==> src/rtl/counter_scoreboard.sv <==
// Compares behavioural and synthesized counter outputs every clk; reports counts, flags and the first mismatch.
// Optional: define SB_RCO_STATS_EN to add the rco_cnt / syn_rco_cnt statistics outputs.
module counter_scoreboard #(
  parameter int WIDTH       = 4,
  parameter int CNT_W       = 8,
  parameter int SETTLE_CYC  = 2,
  parameter bit HALT_ON_ERR = 1'b0
) (
  input  logic             clk,
  input  logic             RESET,
  input  logic             CLR,
  input  logic             ENABLE,
  input  logic [WIDTH-1:0] Q,
  input  logic [WIDTH-1:0] syn_Q,
  input  logic             RCO,
  input  logic             syn_RCO,
  input  logic             LOAD,
  input  logic             syn_LOAD,
  output logic [1:0]       state,
  output logic             err,
  output logic             err_flag,
  output logic [CNT_W-1:0] mismatch_cnt,
  output logic [CNT_W-1:0] cmp_cycles,
  output logic [WIDTH-1:0] first_q,
  output logic [WIDTH-1:0] first_syn_q,
  output logic [2:0]       first_vec,
  output logic [CNT_W-1:0] first_cyc
`ifdef SB_RCO_STATS_EN
  ,
  output logic [CNT_W-1:0] rco_cnt,
  output logic [CNT_W-1:0] syn_rco_cnt
`endif
);

  typedef enum logic [1:0] {
    S_IDLE    = 2'b00,
    S_SETTLE  = 2'b01,
    S_COMPARE = 2'b10,
    S_HALT    = 2'b11
  } state_t;

  localparam int SW = (SETTLE_CYC > 1) ? $clog2(SETTLE_CYC) : 1;

  state_t          cur_state;
  state_t          next_state;
  logic [SW-1:0]   settle_cnt;
  logic            settle_last;
  logic [2:0]      diff;
  logic            mismatch;
  logic            first_hit;

  function automatic logic [CNT_W-1:0] sat_inc(input logic [CNT_W-1:0] v);
    return (&v) ? v : v + CNT_W'(1);
  endfunction

  assign state = cur_state;

  // Case-equality so that X/Z on either side is treated as a divergence.
  always_comb begin
    // NOTE: every signal gets a default first so no path leaves it unassigned (no latch).
    diff        = {Q !== syn_Q, RCO !== syn_RCO, LOAD !== syn_LOAD};
    mismatch    = |diff;
    first_hit   = mismatch && !err_flag;
    settle_last = (int'(settle_cnt) == SETTLE_CYC - 1);
    next_state  = cur_state;
    unique case (cur_state)
      S_IDLE:    if (ENABLE) next_state = (SETTLE_CYC == 0) ? S_COMPARE : S_SETTLE;
      S_SETTLE:  if (!ENABLE) next_state = S_IDLE;
                 else if (settle_last) next_state = S_COMPARE;
      S_COMPARE: if (HALT_ON_ERR && first_hit) next_state = S_HALT;
                 else if (!ENABLE) next_state = S_IDLE;
      S_HALT:    next_state = S_HALT;
    endcase
  end

  always_ff @(posedge clk) begin
    if (RESET || CLR) cur_state <= S_IDLE;
    else              cur_state <= next_state;
  end

  always_ff @(posedge clk) begin
    // NOTE: sequential state uses non-blocking assignments only, so every register sees pre-edge values.
    if (RESET || CLR) begin
      settle_cnt   <= '0;
      err          <= 1'b0;
      err_flag     <= 1'b0;
      mismatch_cnt <= '0;
      cmp_cycles   <= '0;
      first_q      <= '0;
      first_syn_q  <= '0;
      first_vec    <= '0;
      first_cyc    <= '0;
`ifdef SB_RCO_STATS_EN
      rco_cnt      <= '0;
      syn_rco_cnt  <= '0;
`endif
    end else begin
      err        <= 1'b0;
      settle_cnt <= (cur_state == S_SETTLE) ? settle_cnt + 1'b1 : '0;
      if (cur_state == S_COMPARE) begin
        cmp_cycles <= sat_inc(cmp_cycles);
        if (mismatch) begin
          err          <= 1'b1;
          mismatch_cnt <= sat_inc(mismatch_cnt);
        end
        // first_cyc takes the pre-increment cycle count.
        if (first_hit) begin
          err_flag    <= 1'b1;
          first_q     <= Q;
          first_syn_q <= syn_Q;
          first_vec   <= diff;
          first_cyc   <= cmp_cycles;
        end
`ifdef SB_RCO_STATS_EN
        if (RCO)     rco_cnt     <= sat_inc(rco_cnt);
        if (syn_RCO) syn_rco_cnt <= sat_inc(syn_rco_cnt);
`endif
      end
    end
  end

endmodule
==> config.mk <==
export PLATFORM = sky130hd
export DESIGN_NAME = counter_scoreboard
export DESIGN_NICKNAME = d
export VERILOG_FILES = /design/src/rtl/counter_scoreboard.sv
export SDC_FILE = /design/constraint.sdc
export NUM_CORES = 1
export LEC_CHECK = 0
export CAP_MARGIN = 40
export CELL_PAD_IN_SITES_DETAIL_PLACEMENT = 1
export CELL_PAD_IN_SITES_GLOBAL_PLACEMENT = 1
export CORE_UTILIZATION = 30
export CTS_CLUSTER_DIAMETER = 40
export DETAILED_ROUTE_END_ITERATION = 8
export GPL_ROUTABILITY_DRIVEN = 0
export PLACE_DENSITY_LB_ADDON = 0.12
export SYNTH_ARGS = -nofsm -noshare
export SYNTH_HDL_FRONTEND = slang
export SYNTH_SLANG_ARGS = --single-unit
==> constraint.sdc <==
create_clock -name clk -period 1.7 [get_ports clk]
set_input_delay 0.34 -clock clk [delete_from_list [all_inputs] [get_ports clk]]
set_output_delay 0.34 -clock clk [all_outputs]
set_load 0.1 [all_outputs]
==> results.cfg <==
[die]
die_x_um = 78.6
coreArea_sq_um = 5570
die_area_sq_um = 6180
rows = 27
start_util_pct = 31.6
num_io_pins = 55
die_h_um = 78.6

[timing]
setup_violations = 0
finalHoldViolations = 0
slew_violations = 0
relSlewSlack_pct = 80.9
timing.fmax_ghz = 0.612
worstMarginPinSlew_ns = 0.283
min_period_ns = 1.63
clock_skew_ns = 0.00693
period_share_pct = 96.1

[synthesis]
ys_seq_elements = 40
ys.flop_type = dfxtp_1
synth_area_sq_um = 1760
yosys_warnings = 0
synthTopCellsByArea = dfxtp_1, nand3_1, o21ai_0
async_reset_ff_share_pct = 0
seq_area_frac_synth_pct = 45.5
synth_edf_count = 0
synthTopCellsByCount = dfxtp_1, nand2_1, nand3_1
syn_nets = 237
netlist.area_leader.share_pct = 45.5
synth_top_cell_by_area = dfxtp_1
postSynthCellCount = 214
yosysMostFrequentCell = dfxtp_1
syn_area_per_cell_sq_um = 8.23
ys_types = 33

[detailed_routing]
drc = 0
wl_per_cell_um = 14.5
ant_nets = 0
dr.first_iter.drc_count = 74
num_vias = 1782
wirelength_um = 5330
drt-vias-per-instance = 4.84
firstDrtPassIters = 3

[pwr]
ir_drop_mv = 0.333
p_total_mw = 1.86
seqPwrFrac_pct = 50.0
p_per_area_nw_per_um2 = 578
p_sw_mw = 0.422
p_leak_nw = 1.18
combinationalPowerShare_pct = 8.6
cell_internal_pwr_mw = 1.44
p_sw_share_pct = 22.7
clkPwrFrac_pct = 41.4

[final_layout]
final_util_pct = 57.8
drive_above_1_share_pct = 37.2
final_nets = 318
syn_to_final_growth_pct = 83.0
nFillCells = 638
n_antenna_cell = 0

[clock_tree]
numCtsBuffers = 5
cts_tree = yes
path_clk_slew_ns = 0.08
clock_latency_ns = 0.29
htree_levels = 2
cts_hold_buf = 0
cts_buffer_depth = 2
cts_sinks = 40
root_buffer = clkbuf_8

[critical_path]
cp-start-kind = input port
crit_type = in2reg
crit_fanout = 8
critPathRequiredTime_ns = 1.94
setup.reg_to_reg.worst_slack_ns = 0.08
arrival_ns = 1.87
worstSetupEndpointType = flip-flop

[run]
cap_viol_max_count = 0

[grt]
grt_max_degree = 38
grt.total_usage_pct = 17.9
grt_overflow = 0
grt_pass1_vias = 1818
grt_first_pass_wirelength_um = 8700
antenna_found_initial = 0

[placement]
dp_hpwl_um = 3710
port_buffers = 54

[status]
status = finished, final reports clean

[worst_hold_path]
worstHoldPathType = in2reg
kinds of logic after synthesis:
kind of cell             after synthesis  synth area share [%]
AND/OR/NAND/NOR                       92                  24.0
AO/OA/AOI/OAI                         47                  15.4
flip-flops                            40                  45.5
buffers and inverters                 16                  3.62
XOR/XNOR                              10                  5.40
adder cells (fa/ha/maj)                7                  4.97
multiplexers                           2                  1.21
per-stage QoR:
step	cell area, sq um	worst slack, ns	hold slack (ns)	TNS (ns)	cells
6_report	3220	0.0655	0.463	0	368
5_1_grt	3220	-0.0303	0.477	-0.0522	368
4_1_cts	3130	0.0336	0.445	0	361
3_5_place_dp	2980	-0.556	0.501	-11.44	348
3_3_place_gp	2980	-0.428	0.485	-9.64	348
2_1_floorplan	1850	-0.0117	0.473	-0.0144	214
worst max-delay path: stages:
cell,delay (ns)
dlygate4sd2_1,0.27
xnor2_2,0.15
and4_4,0.21
a211o_4,0.36
or4_1,0.47
nand2_1,0.07
path summary, 6_finish.rpt:
check / startpoint / end / depth (start not counted)
min: syn_Q[3] / first_syn_q[3]$_SDFFE_PP0P_ / 3
max reg2reg: mismatch_cnt[1]$_SDFFE_PP0P_ / mismatch_cnt[2]$_SDFFE_PP0P_ / 6
min reg2reg: first_q[2]$_SDFFE_PP0P_ / first_q[2]$_SDFFE_PP0P_ / 2
max: Q[1] / mismatch_cnt[2]$_SDFFE_PP0P_ / 6
power groups by stage:
stage	registers, mW	logic [mW]	clock network [mW]
after floorplan	0.964	0.0553	0
after global placement	0.954	0.145	0
after detailed placement	0.954	0.150	0
after CTS	0.932	0.150	0.796
after global routing	0.932	0.174	0.840
final	0.932	0.160	0.771
cells in the final DEF, fill, tap and decap left out, types with 2 or more instances in the layout:
cell type,synthesis,routed
ha_4,0,2
xnor2_1,6,4
or4_1,2,2
nand3_1,23,22
buf_4,0,26
dfxtp_1,40,21
clkbuf_8,0,5
a21oi_1,13,12
clkdlybuf4s50_1,0,3
dlygate4sd2_1,0,12
a22oi_1,2,2
a211oi_1,2,2
xnor2_2,0,2
nor2_1,21,19
dfxtp_2,0,13
nand2_1,28,28
and2_1,2,2
and3_1,2,2
o21ai_0,22,21
o21ai_1,1,2
buf_12,0,41
dfxtp_4,0,6
ha_1,7,5
xor2_1,3,3
nor3_1,6,6
inv_1,7,6
or3_1,5,5
state kept, by name, indices dropped and copies added, names as in the netlist, 2 cells and up:
signal        cells
cmp_cycles        8
first_cyc         8
mismatch_cnt      8
first_q           4
first_syn_q       4
first_vec         3
state             2
what timing repair did:
action,4_1_cts,5_1_grt
resized for setup,16,5
endpoints found under the setup margin,22,17
pin swaps,15,3
buffers inserted,5,6
cloned,0,1
routing by layer:
| metal | track usage, % | up-vias | routed length, um |
|---|---|---|---|
| li1 | - | 901 | - |
| met5 | 0 | - | 0 |
| met3 | 3.02 | 8 | 160 |
| met4 | 5.74 | 0 | 59 |
| met1 | 22.6 | 841 | 2440 |
| met2 | 30.6 | 32 | 2670 |
layout make-up:
type	count	area, sq um	area share (%)
timing repair buffer	83	1180	36.5
multi-input combinational	158	980	30.4
sequential	40	840	26.1
tap	72	90.1	2.80
clock buffer	6	72.6	2.25
clock inverter	2	35.0	1.09
inverter	7	28.8	0.893
Note: power is estimated with default switching activity, not from simulation.
